$ cat config.mk
export PLATFORM = sky130hd
export DESIGN_NAME = wb_arbiter
export DESIGN_NICKNAME = d
export VERILOG_FILES = /design/src/rtl/wb_pkg.sv /design/src/rtl/wb_load_queue.sv /design/src/rtl/wb_arbiter.sv
export SDC_FILE = /design/constraint.sdc
export NUM_CORES = 1
export LEC_CHECK = 0
export ABC_AREA = 1
export CORE_MARGIN = 2
export CORE_UTILIZATION = 50
export DETAILED_ROUTE_END_ITERATION = 7
export PLACE_DENSITY = 0.78
export SETUP_SLACK_MARGIN = 0.3
export SLEW_MARGIN = 20
export SYNTH_ARGS = -nofsm -noshare
export SYNTH_HDL_FRONTEND = slang
export SYNTH_SLANG_ARGS = --single-unit
$ cat constraint.sdc
create_clock -name CLK -period 3.45 [get_ports CLK]
set_clock_uncertainty 0.1 [all_clocks]
set_input_delay 0.345 -clock CLK [delete_from_list [all_inputs] [get_ports CLK]]
set_output_delay 0.345 -clock CLK [all_outputs]
set_load 0.02 [all_outputs]
$ cat src/rtl/wb_pkg.sv
// Shared widths and the load-queue entry type for the writeback arbiter.
// The WB_BYPASS_EN macro (see wb_arbiter) does not affect anything here.
package wb_pkg;

   localparam int XLEN     = 32;
   localparam int REG_AW   = 5;
   localparam int LQ_DEPTH = 2;
   localparam int LQ_PW    = (LQ_DEPTH > 1) ? $clog2(LQ_DEPTH) : 1;
   localparam int LQ_CW    = $clog2(LQ_DEPTH) + 1;
   localparam int NREG     = 1 << REG_AW;

   typedef struct packed {
      logic [REG_AW-1:0] rd;
      logic [XLEN-1:0]   data;
   } lq_entry_t;

endpackage

$ cat src/rtl/wb_load_queue.sv
// Small FIFO holding returned loads until the register file write port is free.
// Acceptance depends only on the registered occupancy, so a full queue refuses a push even while popping.
import wb_pkg::*;

module wb_load_queue (
   input  logic             CLK,
   input  logic             RST_N,
   input  logic             push_req,
   input  lq_entry_t        push_entry,
   input  logic             pop,
   output logic             ready,
   output logic             empty,
   output lq_entry_t        head,
   output logic [LQ_CW-1:0] count
);

   lq_entry_t        mem [LQ_DEPTH];
   logic [LQ_PW-1:0] wr_ptr_p1;
   logic [LQ_PW-1:0] rd_ptr_p1;
   logic [LQ_CW-1:0] count_p1;
   logic             push;
   logic             pop_ok;

   assign ready  = (count_p1 < LQ_CW'(LQ_DEPTH));
   assign empty  = (count_p1 == '0);
   assign push   = push_req & ready;
   assign pop_ok = pop & ~empty;
   assign head   = mem[rd_ptr_p1];
   assign count  = count_p1;

   // pointer/occupancy stage
   always_ff @(posedge CLK or negedge RST_N) begin
      if (!RST_N) begin
         wr_ptr_p1 <= '0;
         rd_ptr_p1 <= '0;
         count_p1  <= '0;
      end else begin
         if (push)
            wr_ptr_p1 <= (wr_ptr_p1 == LQ_PW'(LQ_DEPTH - 1)) ? '0 : wr_ptr_p1 + 1'b1;
         if (pop_ok)
            rd_ptr_p1 <= (rd_ptr_p1 == LQ_PW'(LQ_DEPTH - 1)) ? '0 : rd_ptr_p1 + 1'b1;
         case ({push, pop_ok})
            2'b10:   count_p1 <= count_p1 + 1'b1;
            2'b01:   count_p1 <= count_p1 - 1'b1;
            default: count_p1 <= count_p1;
         endcase
      end
   end

   // entry storage, data only, no reset needed
   always_ff @(posedge CLK) begin
      if (push)
         mem[wr_ptr_p1] <= push_entry;
   end

endmodule

$ cat src/rtl/wb_arbiter.sv
// Register-file writeback arbiter: ALU results take priority, loads drain from a queue, plus load scoreboard.
// Define WB_BYPASS_EN to drive FWD_A/FWD_B from the registered write port; otherwise they are tied low.
import wb_pkg::*;

module wb_arbiter (
   input  logic              CLK,
   input  logic              RST_N,
   input  logic              ALU_VALID,
   input  logic [REG_AW-1:0] ALU_RD,
   input  logic [XLEN-1:0]   ALU_D,
   input  logic              LD_ISSUE,
   input  logic [REG_AW-1:0] LD_ISSUE_RD,
   input  logic              LD_VALID,
   input  logic [REG_AW-1:0] LD_RD,
   input  logic [XLEN-1:0]   LD_D,
   output logic              LD_READY,
   output logic              WE,
   output logic [REG_AW-1:0] AW,
   output logic [XLEN-1:0]   D,
   input  logic [REG_AW-1:0] AR,
   input  logic [REG_AW-1:0] BR,
   output logic              BUSY_A,
   output logic              BUSY_B,
   output logic              FWD_A,
   output logic              FWD_B,
   output logic [LQ_CW-1:0]  QCOUNT
);

   lq_entry_t         push_entry;
   lq_entry_t         head;
   logic              q_empty;
   logic              alu_wr;
   logic              pop;
   logic              we_p1;
   logic [REG_AW-1:0] aw_p1;
   logic [XLEN-1:0]   d_p1;
   logic [NREG-1:1]   busy_p1;
   logic [NREG-1:0]   busy_all;
   logic [NREG-1:1]   busy_set;
   logic [NREG-1:1]   busy_clr;

   assign push_entry.rd   = LD_RD;
   assign push_entry.data = LD_D;

   wb_load_queue u_lq (
      .CLK        (CLK),
      .RST_N      (RST_N),
      .push_req   (LD_VALID),
      .push_entry (push_entry),
      .pop        (pop),
      .ready      (LD_READY),
      .empty      (q_empty),
      .head       (head),
      .count      (QCOUNT)
   );

   // A write to r0 is not a write, so it leaves the port free for the queue.
   assign alu_wr = ALU_VALID & (ALU_RD != '0);
   assign pop    = ~alu_wr & ~q_empty;

   // write-port stage
   always_ff @(posedge CLK or negedge RST_N) begin
      if (!RST_N) begin
         we_p1 <= 1'b0;
         aw_p1 <= '0;
         d_p1  <= '0;
      end else if (alu_wr) begin
         we_p1 <= 1'b1;
         aw_p1 <= ALU_RD;
         d_p1  <= ALU_D;
      end else if (pop && head.rd != '0) begin
         we_p1 <= 1'b1;
         aw_p1 <= head.rd;
         d_p1  <= head.data;
      end else begin
         we_p1 <= 1'b0;
      end
   end

   assign WE = we_p1;
   assign AW = aw_p1;
   assign D  = d_p1;

   // Clear is applied before set so a same-edge reissue of that rd stays busy.
   always_comb begin
      busy_set = '0;
      busy_clr = '0;
      if (LD_ISSUE && LD_ISSUE_RD != '0)
         busy_set[LD_ISSUE_RD] = 1'b1;
      if (pop && head.rd != '0)
         busy_clr[head.rd] = 1'b1;
   end

   // scoreboard stage
   always_ff @(posedge CLK or negedge RST_N) begin
      if (!RST_N)
         busy_p1 <= '0;
      else
         busy_p1 <= (busy_p1 & ~busy_clr) | busy_set;
   end

   assign busy_all = {busy_p1, 1'b0};
   assign BUSY_A   = busy_all[AR];
   assign BUSY_B   = busy_all[BR];

`ifdef WB_BYPASS_EN
   assign FWD_A = we_p1 & (aw_p1 == AR) & (aw_p1 != '0);
   assign FWD_B = we_p1 & (aw_p1 == BR) & (aw_p1 != '0);
`else
   assign FWD_A = 1'b0;
   assign FWD_B = 1'b0;
`endif

endmodule

==> results of run 1 <==
layout by cell type, fill, tap and decap left out, types with 2 or more instances in the layout:
cell / instances
nor3_1: 2
nand2_1: 231
a21oi_1: 4
nand2_4: 4
nand4_1: 7
conb_1: 2
xor2_1: 3
inv_1: 37
nand3_2: 2
nand2_2: 6
nor2_4: 3
clkinvlp_4: 4
clkinv_4: 2
nor2_1: 18
edfxtp_1: 74
clkbuf_16: 17
bufinv_16: 3
inv_6: 4
o211ai_1: 32
o21ai_0: 48
clkdlybuf4s50_1: 135
dfrtp_1: 73
nand3_1: 142
buf_4: 10
or2_2: 33
stage by stage:
step	hold slack [ps]	instance area, sq um	instances	power, uW	setup WS, ps
floorplan	-50.6	7040	773	4220	510
global placement	369	8510	1055	5170	607
detailed placement	366	8510	1055	5220	593
CTS	13.5	9110	1087	7090	587
global route	51.9	9110	1087	7470	389
finish	-39.2	9110	1087	7080	588
layer usage:
metal / vias up / wire length [um]
met5: - / 0
met4: 0 / 382
met3: 29 / 1170
met2: 224 / 9640
met1: 2823 / 7650
li1: 2859 / -
area by class of cell:
cell class | count | area [sq um]
Tap cell | 180 | 225
Timing Repair Buffer | 146 | 1450
Clock buffer | 18 | 429
Clock inverter | 14 | 178
Fill cell | 1103 | 4710
Sequential cell | 147 | 4050
Inverter | 40 | 153
Multi-Input combinational cell | 542 | 2630
report_power, final:
| group | internal (uW) | switching (uW) |
|---|---|---|
| logic | 955 | 1490 |
| clock network | 1150 | 726 |
| registers | 2410 | 354 |
| total | 4510 | 2570 |
cell families after synthesis:
group,after synthesis
AOI/OAI and AO/OA,86
adders and majority gates,1
DFF,147
xor gates and xnor gates,4
other,1
buffers and inverters,84
and+or+nand+nor,449
sequential cells by signal, indices dropped and copies added (netlist names):
signal          flops
u_lq.rd_ptr_p1      1
u_lq.wr_ptr_p1      1
u_lq.mem           74
busy_p1            31
D                  32
u_lq.count          2
AW                  5
WE                  1
how the worst max path moves through the flow:
stage / startpoint / endpoint / slack [ps] / cells past startpoint
6_report: AR[0] / BUSY_A / 590 / 11
3_5_place_dp: AR[0] / BUSY_A / 590 / 11
4_1_cts: AR[0] / BUSY_A / 590 / 11
3_3_place_gp: AR[0] / BUSY_A / 610 / 11
2_1_floorplan: u_lq.count[1] / u_lq.mem[0][0] / 510 / 3
5_1_grt: AR[0] / BUSY_A / 390 / 11
critical path, stage by stage:
cell             delay, ps
clkdlybuf4s50_1        550
inv_1                  390
nand2_1                 90
nand3_1                 80
nand3_1                 80
nand2_1                 80
nand2_1                 50
nand2_1                 60
nand2_1                 50
nand2_1                 50
clkdlybuf4s50_1        590
==> results.sh, run 1 <==
export IMPL_rsz0062_at_grt="no"
export IMPL_hold_buffers=0
export IMPL_synth_seq_cells=147
export IMPL_antenna_found_initial=0
export IMPL_gp_routability_congestion=0.897
export IMPL_cts_root_buf="clkbuf_16"
export IMPL_ys_flop_type="edfxtp_1"
export IMPL_grt_overflow=0
export IMPL_io_pins=139
export IMPL_start_util=0.509
export IMPL_cp_end_kind="output pin"
export IMPL_synth_seq_area_share=0.575
export IMPL_grt_busiest_layer="met2"
export IMPL_dieArea_sq_um=15000
export IMPL_synth_edf_count=74
export IMPL_fin_tns_setup_ps=0
export IMPL_fmax_mhz=349
export IMPL_ys_warn_count=0
export IMPL_vias_per_cell=5.46
export IMPL_final_util=0.659
export IMPL_syn2layout_area_growth_pct=29.4
export IMPL_synth_most_common_cell="nand2_1"
export IMPL_hold_viol=14
export IMPL_antennaDiodeCount=0
export IMPL_maxCapViolCount=0
export IMPL_cts_tree="yes"
export IMPL_slew_violations=0
export IMPL_worstSetupStartpointType="input port"
export IMPL_met1_usage=0.339
export IMPL_vias=5935
export IMPL_peakVddDrop_uv=398
export IMPL_worstMarginPinSlew_ps=965
export IMPL_drt_pass1_iter_count=7
export IMPL_detail_route_iter0_violations=446
export IMPL_synth_common_cells="nand2_1, nand3_1, edfxtp_1, dfrtp_1, o21ai_0"
export IMPL_worstHoldPathType="in -> async"
export IMPL_rr_worst_depth=10
export IMPL_critical_path_reg2reg_endpoint="D[8]"
export IMPL_core_sq_um=13800
export IMPL_required_ps=3000
export IMPL_synth_top_family_by_area="simple AND/OR/NAND/NOR gates"
export IMPL_leakagePower_uw=0.00387
export IMPL_netlist_instances=772
export IMPL_grt_pass1_vias=5814
export IMPL_cts_sinks=147
export IMPL_clock_latency_ps=410
export IMPL_remaining_drc_errors=0
export IMPL_drive_above_1_share=0.104
export IMPL_arrival_ps=2420
export IMPL_synth_xor_area_frac=0.00498
export IMPL_async_reset_ff_frac=0.497
export IMPL_ys_types=31
export IMPL_detail_route_antenna_nets=0
export IMPL_holdWs_ps=-39.2
export IMPL_grt_use_met3=0.0520
export IMPL_cts_setup_buffers=0
export IMPL_p_per_area_nw_per_um2=777
export IMPL_synth_compound_area_frac=0.0734
export IMPL_grtUsageMet2=0.436
export IMPL_synthAdderAreaFrac=0.00178
export IMPL_synthMuxAreaShare=0
export IMPL_synth_simple_area_share=0.290
export IMPL_grt_pass1_wl_mm=29.9
export IMPL_clockBufferDepth=2
export IMPL_die_w_um=123
export IMPL_rrSetupSlack_ps=1050
export IMPL_grt_max_degree=80
export IMPL_relSlewSlack=0.356
export IMPL_status="complete, but fails checks"
export IMPL_synth_area_leaders="edfxtp_1, dfrtp_1, nand2_1"
export IMPL_setup_violations_final=0
export IMPL_htree_num_levels=4
export IMPL_grt_usage=0.260
export IMPL_synth_area_sq_um=7040
export IMPL_r2r_start="u_lq.rd_ptr_p1"
export IMPL_nets=989
export IMPL_cp_max_fo=15
export IMPL_die_h_um=123
export IMPL_fin_crit_sh=0.830
export IMPL_violations="negative hold slack"
export IMPL_port_buffers=136
export IMPL_numCtsBuffers=17
export IMPL_wirelength_mm=18.9
export IMPL_rows=43
export IMPL_fin_crit_ps=2860
export IMPL_wl_per_cell_um=17.3
export IMPL_yosysTopAreaCellShare=0.316
export IMPL_avgSynthCellArea_sq_um=9.12
export IMPL_worstSetupPathType="in -> out"
export IMPL_clk_pin_slew_ps=70
export IMPL_cts_resized=0
export IMPL_yosys_area_top_type="edfxtp_1"
export IMPL_dp_hpwl_mm=12.7
(Power assumes the default switching activity.)
==> run 2, diff against run 1 <==
--- a/config.mk
+++ b/config.mk
@@ -7,9 +7,9 @@
 export LEC_CHECK = 0
 export ABC_AREA = 1
 export CORE_MARGIN = 2
-export CORE_UTILIZATION = 50
+export CORE_UTILIZATION = 47
 export DETAILED_ROUTE_END_ITERATION = 7
-export PLACE_DENSITY = 0.78
+export PLACE_DENSITY = 0.77
 export SETUP_SLACK_MARGIN = 0.3
 export SLEW_MARGIN = 20
 export SYNTH_ARGS = -nofsm -noshare
==> constraint.sdc (replaced) <==
create_clock -name CLK -period 2.6 [get_ports CLK]
set_clock_uncertainty 0.1 [all_clocks]
set_input_delay 0.26 -clock CLK [delete_from_list [all_inputs] [get_ports CLK]]
set_output_delay 0.26 -clock CLK [all_outputs]
set_load 0.02 [all_outputs]
==> run 2 against run 1 <==
Against the previous run:
- the flow now finishes without violations
- count of clock-buffer cells in the layout rose by 1
- critical path depth fell by 3
- setup slack got worse by 110 ps
- utilization fell by 2.3 points
- wire length fell by 0.57%
- design area rose by 1.8%
- global-route usage fell by 2.0 points
- final cell count rose by 1.3%
- sequential cell count did not move
- largest power group unchanged
==> results.sh, run 2 (synthesized netlist as in run 1, its figures left out) <==
export IMPL_grt_pass1_wl_mm=30.3
export IMPL_worstSetupPathType="reg -> reg"
export IMPL_cts_setup_buffers=0
export IMPL_gp_routability_congestion=0.892
export IMPL_die_w_um=126
export IMPL_drive_above_1_share=0.111
export IMPL_dp_cells=1068
export IMPL_remaining_drc_errors=0
export IMPL_dieArea_sq_um=16000
export IMPL_peakVddDrop_uv=523
export IMPL_largest_reg_flops=74
export IMPL_fin_tns_setup_ps=0
export IMPL_rsz0062_at_grt="yes"
export IMPL_wl_per_cell_um=17.0
export IMPL_cts_tree="yes"
export IMPL_maxCapViolCount=0
export IMPL_syn2layout_area_growth_pct=31.8
export IMPL_clk_pin_slew_ps=60
export IMPL_clock_latency_ps=410
export IMPL_clockBufferDepth=2
export IMPL_die_h_um=126
export IMPL_dp_hpwl_mm=12.7
export IMPL_start_util=0.483
export IMPL_io_pins=139
export IMPL_slew_violations=0
export IMPL_htree_num_levels=4
export IMPL_dpl_cell_area_sq_um=8630
export IMPL_nets=999
export IMPL_detail_route_iter0_violations=443
export IMPL_p_per_area_nw_per_um2=1030
export IMPL_nFillCells=1176
export IMPL_stdcell_count=1101
export IMPL_regMostFlops="u_lq.mem"
export IMPL_arrival_ps=2310
export IMPL_status="completed"
export IMPL_fin_crit_ps=2130
export IMPL_cp_max_fo=37
export IMPL_rows=44
export IMPL_grt_max_degree=74
export IMPL_numCtsBuffers=17
export IMPL_mostFrequentLayoutCells="nand2_1, nand3_1, clkdlybuf4s50_1, edfxtp_1, dfrtp_1"
export IMPL_hold_viol=0
export IMPL_detail_route_antenna_nets=0
export IMPL_final_common_cell="nand2_1"
export IMPL_leakagePower_uw=0.00395
export IMPL_setup_violations_final=0
export IMPL_fin_crit_sh=0.818
export IMPL_holdWs_ps=321
export IMPL_grt_pass1_vias=5897
export IMPL_worstSetupStartpointType="register"
export IMPL_antenna_found_initial=0
export IMPL_relSlewSlack=0.349
export IMPL_vias_per_cell=5.49
export IMPL_worstMarginPinSlew_ps=976
export IMPL_vias=6049
export IMPL_fmax_mhz=470
export IMPL_grt_usage=0.240
export IMPL_cts_root_buf="clkbuf_16"
export IMPL_cts_sinks=147
export IMPL_port_buffers=136
export IMPL_final_cell_area_sq_um=9280
export IMPL_worstHoldPathType="in -> reg"
export IMPL_wirelength_mm=18.7
export IMPL_antennaDiodeCount=0
export IMPL_required_ps=2780
export IMPL_cp_end_kind="register"
export IMPL_core_sq_um=14600
export IMPL_grt_overflow=0
export IMPL_drt_pass1_iter_count=5
## run 2: cell types whose count changed in the layout (fill, tap and decap cells not counted), moves of 2 or more
cell,before,now
inv_8,0,2
buf_4,10,14
clkdlybuf4s50_1,135,133
inv_6,4,2
buf_12,1,5
## run 2: area by class of cell
class,instances,area (sq um),share of cell area
multi-input cells,542,2630,0.284
clock buffers,19,433,0.0467
well taps,184,230,0.0248
flip-flops and latches,147,4050,0.436
inverters,40,155,0.0167
repair buffers,156,1580,0.170
clock inverters,13,200,0.0216
## run 2: worst max-delay path, cell delays in order, from the launching register on
cell and delay [ps]:
dfrtp_1 400, buf_6 310, nand2_1 100, nand2_2 170, inv_1 70, nor2_1 180
nand3_1 290, o21ai_0 250, o21ai_0 120
## run 2: layer usage
layer,share of wire,vias to the layer above,global-route usage
met3,0.073,37,0.0578
met2,0.49,259,0.398
met1,0.41,2865,0.310
li1,-,2888,-
met5,0,-,0
met4,0.024,0,0.0860
## run 2: final timing paths
kind	slack, ps	cells after the start	from	end
min in group asynchronous	440	2	RST_N	D[12]
worst min-delay path	320	1	LD_D[31]	u_lq.mem[1][31]
worst max register to register	470	8	u_lq.rd_ptr_p1	busy_p1[22]
worst min register to register	380	2	busy_p1[3]	busy_p1[3]
worst max-delay path	470	8	u_lq.rd_ptr_p1	busy_p1[22]
max in group asynchronous	1290	2	RST_N	D[20]
## run 2: where the power goes
part           leakage [uW]  switching, uW  internal, uW
Sequential          0.00156            489          3190
Clock              0.000298            957          1630
Combinational       0.00209           1980          1330
Total               0.00395           3420          6140
## run 2: what timing repair did
action / 4_1_cts / 5_1_grt
setup endpoints to repair: 2 / 27
resized for setup: 2 / 4
hold buffers: 1 / 0
endpoints found under the hold margin: 73 / 0
## run 2: stage by stage
stage / total power (uW) / utilization / worst slack [ps]
2_1_floorplan: 5600 / - / 255
3_3_place_gp: 6920 / 0.592 / 186
3_5_place_dp: 6980 / 0.592 / 189
4_1_cts: 9590 / 0.635 / 447
5_1_grt: 10100 / 0.636 / 282
6_report: 9570 / 0.636 / 473
==> run 3, diff against run 2 <==
--- a/config.mk
+++ b/config.mk
@@ -7,9 +7,9 @@
 export LEC_CHECK = 0
 export ABC_AREA = 1
 export CORE_MARGIN = 2
-export CORE_UTILIZATION = 47
+export CORE_UTILIZATION = 50
 export DETAILED_ROUTE_END_ITERATION = 7
-export PLACE_DENSITY = 0.77
+export PLACE_DENSITY = 0.78
 export SETUP_SLACK_MARGIN = 0.3
 export SLEW_MARGIN = 20
 export SYNTH_ARGS = -nofsm -noshare
==> constraint.sdc (replaced) <==
create_clock -name CLK -period 2 [get_ports CLK]
set_clock_uncertainty 0.1 [all_clocks]
set_input_delay 0.2 -clock CLK [delete_from_list [all_inputs] [get_ports CLK]]
set_output_delay 0.2 -clock CLK [all_outputs]
set_load 0.02 [all_outputs]
==> run 3 against run 2 <==
Against the previous run:
- final cell count up 5.4%
- non-clock buffer count rose by 61
- sequential cell count did not move
- fmax grew 12%
- setup slack got worse by 370 ps
- register-to-register slack worse by 370 ps
- largest cell class unchanged
- largest power group is now combinational logic
==> results.sh, run 3 (synthesized netlist as in run 1, its figures left out) <==
export IMPL_cts_tree="yes"
export IMPL_fin_total_pwr_uw=14500
export IMPL_fmax_mhz=526
export IMPL_wirelength_mm=25.5
export IMPL_worstSetupStartpointType="register"
export IMPL_maxCapViolCount=0
export IMPL_die_w_um=123
export IMPL_largest_reg_flops=74
export IMPL_port_buffers=136
export IMPL_fin_crit_sh=0.950
export IMPL_p_sw_uw=5860
export IMPL_switching_share=0.405
export IMPL_p_per_area_nw_per_um2=1360
export IMPL_gp_routability_congestion=0.884
export IMPL_start_util=0.509
export IMPL_peakVddDrop_uv=814
export IMPL_grt_pass1_vias=6207
export IMPL_clock_power_share=0.215
export IMPL_setup_violations_final=0
export IMPL_wl_per_cell_um=22.0
export IMPL_grt_usage=0.273
export IMPL_dieArea_sq_um=15000
export IMPL_grt_max_degree=53
export IMPL_nFillCells=788
export IMPL_remaining_drc_errors=0
export IMPL_grt_pass1_wl_mm=31.1
export IMPL_clockBufferDepth=2
export IMPL_die_h_um=123
export IMPL_dp_cells=1087
export IMPL_cp_end_kind="register"
export IMPL_status="completed"
export IMPL_htree_num_levels=4
export IMPL_dp_hpwl_mm=12.8
export IMPL_rows=43
export IMPL_regMostFlops="u_lq.mem"
export IMPL_cts_sinks=147
export IMPL_arrival_ps=2130
export IMPL_relSlewSlack=0.515
export IMPL_drive_above_1_share=0.286
export IMPL_nets=1061
export IMPL_dpl_cell_area_sq_um=8830
export IMPL_clk_pin_slew_ps=70
export IMPL_fin_crit_ps=1900
export IMPL_core_sq_um=13800
export IMPL_hold_viol=0
export IMPL_worstHoldPathType="in -> reg"
export IMPL_worstMarginPinSlew_ps=728
export IMPL_numCtsBuffers=17
export IMPL_detail_route_antenna_nets=0
export IMPL_slew_violations=0
export IMPL_final_cell_area_sq_um=10600
export IMPL_rsz0062_at_grt="yes"
export IMPL_multi_input_area_sq_um=3240
export IMPL_vias_per_cell=6.03
export IMPL_syn2layout_area_growth_pct=51.0
export IMPL_stdcell_count=1160
export IMPL_final_util=0.769
export IMPL_vias=7000
export IMPL_antenna_found_initial=1
export IMPL_clock_latency_ps=440
export IMPL_seq_power_share=0.333
export IMPL_p_comb_frac=0.452
export IMPL_final_common_cell="nand2_1"
export IMPL_detail_route_iter0_violations=720
export IMPL_mostFrequentLayoutCells="nand2_1, nand3_1, clkdlybuf4s50_1, edfxtp_1, dfrtp_1"
export IMPL_required_ps=2230
export IMPL_io_pins=139
export IMPL_worstSetupPathType="reg -> reg"
export IMPL_internal_power_uw=8610
export IMPL_leakagePower_uw=0.00472
export IMPL_cp_max_fo=6
export IMPL_cts_root_buf="clkbuf_16"
export IMPL_drt_pass1_iter_count=7
export IMPL_grt_overflow=0
export IMPL_regArea_sq_um=4050
-- run 3: area by class of cell --
type | instances | share of cell area
diodes | 1 | 0.000235
clock buffers | 17 | 0.0400
clock inverters | 15 | 0.0132
inverters | 40 | 0.0157
multi-input cells | 542 | 0.305
flip-flops and latches | 147 | 0.381
well taps | 180 | 0.0212
repair buffers | 217 | 0.223
repair inverters | 1 | 0.000706
-- run 3: metrics by stage --
stage	hold WS, ps	TNS (ps)	worst slack [ps]
after floorplan	-196	0	254
after global placement	180	-585	-293
after detailed placement	185	-666	-305
after CTS	246	0	183
after global routing	246	0	77.9
final	243	0	99.9
-- run 3: worst max-delay path, stage by stage (launching register included) --
cell and delay [ps]:
dfrtp_2 460, buf_6 130, clkinvlp_4 100, buf_6 160
buf_6 140, or2_2 300, o211ai_1 120, nand2_1 130
nand2_2 90, nand2_1 50
-- run 3: per-layer routing --
layer,wire length (um),global-route usage
met4,1520,0.129
met5,0,0
met2,12600,0.462
met1,8910,0.331
met3,2470,0.0609
-- run 3: timing repair --
| action | CTS | global route |
|---|---|---|
| hold buffers | 1 | 0 |
| buffers inserted | 12 | 10 |
| hold endpoints to repair | 50 | 0 |
| gates resized for setup | 64 | 199 |
| pin swaps | 10 | 88 |
| setup endpoints to repair | 90 | 85 |
| cloned | 3 | 14 |
-- run 3: power by group through the flow --
stage / registers (uW) / clock network, uW / logic, uW
CTS: 4700 / 3040 / 4720
floorplan: 4980 / 0 / 2330
detailed placement: 4730 / 0 / 4430
finish: 4820 / 3110 / 6540
global route: 4890 / 3230 / 6900
global placement: 4720 / 0 / 4310
-- run 3: path summary, 6_finish.rpt --
| check | startpoint | endpoint | slack [ps] | cells after the start |
|---|---|---|---|---|
| min in group asynchronous | RST_N | D[31] | 270 | 2 |
| max reg2reg | u_lq.rd_ptr_p1 | D[27] | 100 | 9 |
| max | u_lq.rd_ptr_p1 | D[27] | 100 | 9 |
| min | LD_D[28] | u_lq.mem[0][28] | 240 | 1 |
| min reg2reg | D[28] | D[28] | 420 | 2 |
| max in group asynchronous | RST_N | D[18] | 870 | 3 |
